`src/rtl/buffer_out.sv`:
```
// Result-dump buffer: captures a frame of 64-bit words in one cycle and streams
// them out word 0 first as an AXI4-Stream master, with TLAST on the final word.
module buffer_out #(
    parameter int unsigned MEM_DEPTH  = 21,
    parameter int unsigned ADDR_WIDTH = 5
) (
    input  logic                      clk,
    input  logic                      rst_n,
    input  logic                      load,
    input  logic [MEM_DEPTH*64-1:0]   din_flat,
    output logic [63:0]               m_tdata,
    output logic                      m_tvalid,
    input  logic                      m_tready,
    output logic                      m_tlast,
    output logic                      busy,
    output logic                      finish
);

    localparam int unsigned WORD_W = 64;
    localparam logic [ADDR_WIDTH-1:0] LAST_ADDR = ADDR_WIDTH'(MEM_DEPTH - 1);

    typedef enum logic [1:0] {
        IDLE = 2'd0,
        SEND = 2'd1,
        DONE = 2'd2
    } state_e;

    state_e                  state_q, state_d;
    logic [WORD_W-1:0]       mem_q [MEM_DEPTH];
    logic [WORD_W-1:0]       mem_d [MEM_DEPTH];
    logic [ADDR_WIDTH-1:0]   rd_addr_q, rd_addr_d;
    logic [ADDR_WIDTH-1:0]   addr_inc;
    logic [WORD_W-1:0]       tdata_q, tdata_d;
    logic                    tvalid_q, tvalid_d;
    logic                    tlast_q, tlast_d;
    logic                    busy_q, busy_d;
    logic                    finish_q, finish_d;

    assign addr_inc = rd_addr_q + ADDR_WIDTH'(1);

    // Next-state and output decode; the word after a beat is prefetched into tdata.
    always_comb begin
        state_d   = state_q;
        mem_d     = mem_q;
        rd_addr_d = rd_addr_q;
        tdata_d   = tdata_q;
        tvalid_d  = tvalid_q;
        tlast_d   = tlast_q;
        busy_d    = busy_q;
        finish_d  = 1'b0;

        case (state_q)
            IDLE: begin
                if (load) begin
                    for (int unsigned k = 0; k < MEM_DEPTH; k++) begin
                        mem_d[k] = din_flat[WORD_W*k +: WORD_W];
                    end
                    rd_addr_d = '0;
                    tdata_d   = din_flat[WORD_W-1:0];
                    tvalid_d  = 1'b1;
                    tlast_d   = 1'b0;
                    busy_d    = 1'b1;
                    state_d   = SEND;
                end
            end
            SEND: begin
                if (m_tready) begin
                    if (tlast_q) begin
                        tvalid_d = 1'b0;
                        tlast_d  = 1'b0;
                        finish_d = 1'b1;
                        state_d  = DONE;
                    end else begin
                        rd_addr_d = addr_inc;
                        tdata_d   = mem_q[addr_inc];
                        tlast_d   = (addr_inc == LAST_ADDR);
                    end
                end
            end
            DONE: begin
                busy_d  = 1'b0;
                state_d = IDLE;
            end
            default: begin
                tvalid_d = 1'b0;
                tlast_d  = 1'b0;
                busy_d   = 1'b0;
                state_d  = IDLE;
            end
        endcase
    end

    always_ff @(posedge clk or negedge rst_n) begin
        if (!rst_n) begin
            state_q   <= IDLE;
            for (int unsigned k = 0; k < MEM_DEPTH; k++) begin
                mem_q[k] <= '0;
            end
            rd_addr_q <= '0;
            tdata_q   <= '0;
            tvalid_q  <= 1'b0;
            tlast_q   <= 1'b0;
            busy_q    <= 1'b0;
            finish_q  <= 1'b0;
        end else begin
            state_q   <= state_d;
            mem_q     <= mem_d;
            rd_addr_q <= rd_addr_d;
            tdata_q   <= tdata_d;
            tvalid_q  <= tvalid_d;
            tlast_q   <= tlast_d;
            busy_q    <= busy_d;
            finish_q  <= finish_d;
        end
    end

    assign m_tdata  = tdata_q;
    assign m_tvalid = tvalid_q;
    assign m_tlast  = tlast_q;
    assign busy     = busy_q;
    assign finish   = finish_q;

endmodule

```
`config.mk`:
```
export PLATFORM = sky130hd
export DESIGN_NAME = buffer_out
export DESIGN_NICKNAME = d
export VERILOG_FILES = /design/src/rtl/buffer_out.sv
export SDC_FILE = /design/constraint.sdc
export NUM_CORES = 2
export LEC_CHECK = 0
export ABC_AREA = 1
export CAP_MARGIN = 20
export CORE_AREA = 2 2 559 561
export DETAILED_ROUTE_END_ITERATION = 10
export DIE_AREA = 0 0 561 563
export PLACE_DENSITY = 0.5
export SLEW_MARGIN = 30
export SYNTH_ARGS = -nofsm -noshare
export SYNTH_HDL_FRONTEND = slang
export SYNTH_SLANG_ARGS = --single-unit
```
`constraint.sdc`:
```
create_clock -name clk -period 2.3 [get_ports clk]
set_input_delay 0.46 -clock clk [delete_from_list [all_inputs] [get_ports clk]]
set_output_delay 0.46 -clock clk [all_outputs]
set_load 0.02 [all_outputs]
```
==> summary.md <==
| Metric | Value |
|---|---|
| Yosys cell types | 26 |
| Crit path DAT | about 3.2 ns |
| Hold depth | 3 |
| Final ANT Viol Nets | 0 |
| CTS Buffer Depth | 4 |
| Die width | between 500 and 600 µm |
| Die height | around 560 µm |
| Slew headroom | 62.4% |
| Failing checks | negative setup slack |
| Initial Util | a little over a fifth |
| Drt first pass iters | 6 |
| Slack of the critical path | -0.212 ns |
| Slowest stage delay, CP | 0.47 ns |
| Reg2reg end | m_tdata[48]$_DFFE_PN0P_ |
| CTS buffer count | around 180 |
| HP Class | in2reg |
| Cell Chain, Critical Path | buf_12, buf_16, nand3_4, xor2_4, buf_4, buf_12, buf_12, buf_4, nand3_2, buf_12, nand2_1, nand2_2, nand2_1, nand2_1, nand2_1 |
| Global-route usage over all layers | between 20 and 25% |
| DR vias | roughly 65000 |
| Die area | roughly 320000 µm² |
| Post-synth EDFFs | 0 |
| Dominant cells by area after synthesis | dfrtp_1 53%, nand2_1 9.7%, a21oi_1 8.5%, nand3_1 7.6%, inv_1 6.1% |
| Hold Crit Start | din_flat[179] |
| Post-synth net total | between 9000 and 10000 |
| Clock root buffer | clkbuf_16 |
| Core Area | just over 300000 µm² |
| Global-route wire length before repair | around 510000 µm |
| Share of layout cells above drive strength 1 | ~15% |
| Post-Route M1 WL | about 170000 µm |
| Setup Total Neg Slack | -7.05 ns |
| YS warnings | 0 |
| Sequential element share of the synthesized area | 52.6% |
| Max Slew Vio Count | 0 |
| DP HPWL | 294000 µm |
| Final instance area | ~100000 µm² |
| Number of H-tree levels | 4 |
| WS Path Type | reg2reg |
| Reg2Reg Setup Slack | -0.21 ns |
| Top Layer Used | met5 |
| Area Overhead vs Synth | 50.5% |
| Wire per inst | roughly 26 µm |
| Cell family with the largest share of critical-path delay | buffers and inverters |
| Top-count cell post-synth | nand2_1 |
| Clock-pin slew on the worst setup and hold paths | about 0.06 ns |
| Max Cap Violations | 0 |
| Largest area contributor in the netlist | dfrtp_1 |
| Vias per cell | around 4.4 |
| Port Buffers | between 1000 and 1500 |
| Ys flop type | dfrtp_1 |
| FILL cells | roughly 33000 |
| CTS tree | built |
| Power Dens Cells | around 1600 nW/µm² |
| Post-synth top area share | approximately 53% |
| Routability cong. | approximately 0.9 |
| Worst Max-Slew Pin Slew | between 0.5 and 0.6 ns |
| Setup Skew | approximately 0.045 ns |
| Clk sinks | between 1000 and 1500 |
| Critical path fanouts, max | 7 |
| Starting DRC count in detailed routing | around 5700 |
| RSZ-0062 raised after global routing | true |
| Total power | 166 mW |
| Synthesized flop and latch total | 1419 |
| Critical Path End Type | flop |
| Peak supply drop | 719 µV |
| Required @ worst endpoint | between 3 and 4 ns |
| Mapped cell area | between 60000 and 70000 µm² |
| Critical path launch point type | flop |
| Status | finished, violations left |
| Met3 wire length | between 20000 and 25000 µm |
| Slowest CP cell | dfrtp_4 |
| Post-Syn Instances | about 8500 |
| Initial antenna violation count | approximately 210 |
| FFs w/ async S/R, synth | 100% |
| Post-synth top cells | 1742 x nand2_1, 1419 x dfrtp_1, 1151 x a21oi_1 |
| Final Hold Viols | 0 |
| DR WL met2 | 168000 µm |
| Placed cell area | 91900 µm² |
| DR DRC count | 0 |
| Nets | 11600 |
| Gr ovfl total | 0 |
| Worst Reg-to-Reg Cells | 15 |
| Clock Latency Late Sink | 0.85 ns |
| Tmin final | roughly 2.5 ns |
| Vias in the first global route | roughly 64000 |
| Leak pwr | 49.1 nW |
| Tcrit/Tclk final | 109% |
| Site Rows | 205 |
| Reg2reg start | rd_addr_q[0]$_DFFE_PN0P_ |
| F_max | 398 MHz |
| Hold endpoint | mem_q[1203]$_DFFE_PN0P_ |
| Ports | 1416 |
| Detailed Route WL | 374000 µm |
| Final setup vio count | 64 |
| CP bufs+invs | 7 |
| Syn Area/Cell | 7.93 µm² |
| Largest net degree at the start of global routing | 108 |
## how the worst max path moves through the flow
stage	startpoint	end	slack, ns	depth (start not counted)
after CTS	rd_addr_q[0]$_DFFE_PN0P_	m_tdata[31]$_DFFE_PN0P_	-0.28	13
after detailed placement	rd_addr_q[0]$_DFFE_PN0P_	m_tdata[49]$_DFFE_PN0P_	-0.46	13
after global routing	rd_addr_q[0]$_DFFE_PN0P_	m_tdata[5]$_DFFE_PN0P_	-0.31	12
final	rd_addr_q[0]$_DFFE_PN0P_	m_tdata[48]$_DFFE_PN0P_	-0.21	15
after floorplan	rd_addr_q[1]$_DFFE_PN0P_	m_tdata[48]$_DFFE_PN0P_	0.31	11
after global placement	rd_addr_q[0]$_DFFE_PN0P_	m_tdata[32]$_DFFE_PN0P_	-0.48	12
## stage by stage
| stage | worst slack (ns) | hold slack, ns | util (%) | instances |
|---|---|---|---|---|
| 3_5_place_dp | -0.459 | 0.410 | 29.6 | 14100 |
| 4_1_cts | -0.277 | 0.0735 | 32.2 | 14500 |
| 6_report | -0.212 | 0.178 | 32.7 | 14600 |
| 3_3_place_gp | -0.476 | 0.412 | 29.6 | 14100 |
| 5_1_grt | -0.314 | 0.132 | 32.7 | 14600 |
| 2_1_floorplan | 0.307 | 0.164 | - | 8516 |
## area by class of cell
| type | count | area (µm²) | area share (%) |
|---|---|---|---|
| flip-flops and latches | 1419 | 35500 | 35.0 |
| multi-input cells | 5420 | 27000 | 26.6 |
| diodes | 94 | 235 | 0.232 |
| well taps | 4140 | 5180 | 5.10 |
| repair inverters | 1 | 8.76 | 0.00862 |
| clock inverters | 66 | 887 | 0.873 |
| inverters | 1098 | 4150 | 4.09 |
| repair buffers | 2120 | 23500 | 23.1 |
| clock buffers | 248 | 5120 | 5.04 |
## metal layers
| metal | vias to the layer above | track usage [%] |
|---|---|---|
| met5 | - | 0 |
| met4 | 66 | 9.13 |
| met3 | 562 | 4.61 |
| met2 | 2294 | 35.3 |
| met1 | 31500 | 31.1 |
| li1 | 30400 | - |
## registers in the layout, summed over array words and instances, names as in the netlist
register and count:
mem_q 1344, m_tdata 64, rd_addr_q 5, state_q 2, busy 1, finish 1
m_tlast 1, m_tvalid 1
## tightest hold or removal path, stage by stage
cell and delay (ns):
clkdlybuf4s50_1 0.40, nor2_1 0.10, a21oi_1 0.04
## cells in the final DEF, fill, tap and decap left out, types with 4 or more instances in the layout
cell type / count
clkdlybuf4s15_2: 11
inv_6: 5
clkdlybuf4s50_1: 1346
inv_1: 1093
dfrtp_1: 1415
mux2_2: 258
dlygate4sd2_1: 36
buf_4: 396
clkinvlp_4: 8
o21ai_0: 145
nand3_2: 179
a21oi_1: 1123
nand2_2: 31
o21ai_2: 8
nand2_1: 1707
clkinv_8: 5
clkbuf_16: 190
buf_8: 7
xor2_4: 4
nand3_1: 815
clkbuf_8: 40
diode_2: 94
nand2_4: 4
nand3_4: 33
buf_16: 27
buf_12: 234
bufbuf_16: 9
clkbuf_1: 30
nor2_1: 1031
bufinv_16: 17
a21oi_2: 25
clkinv_2: 30
o21ai_1: 45
buf_6: 34
clkdlybuf4s15_1: 4
## timing repair
action                                 4_1_cts  5_1_grt
cloned                                      19       12
hold buffers                                 1        0
setup buffers                               31       30
pin swaps                                   26       19
endpoints found under the hold margin      432        0
setup endpoints to repair                  118       67
gates resized for setup                    344      168
## cells by family (layout without fill, tap and decap cells)
kind of cell    Yosys count  count (layout)  share of synthesized area (%)
fa+ha+maj                 2               2                         0.0371
other cells               0              94                              0
flops                  1419            1419                           52.6
compound gates         1351            1351                           10.0
simple gates           3804            3804                           23.1
mux                     258             258                           4.30
buf+inv                1677            3533                           9.91
xor+xnor                  5               5                         0.0760
## power breakdown
part	internal (mW)	switching (mW)	total, mW
logic	37.8	56.5	94.3
registers	37.3	4.60	41.9
clock network	17.4	11.9	29.3
total	92.5	73.0	166
Power figures use the tool's default switching activity.
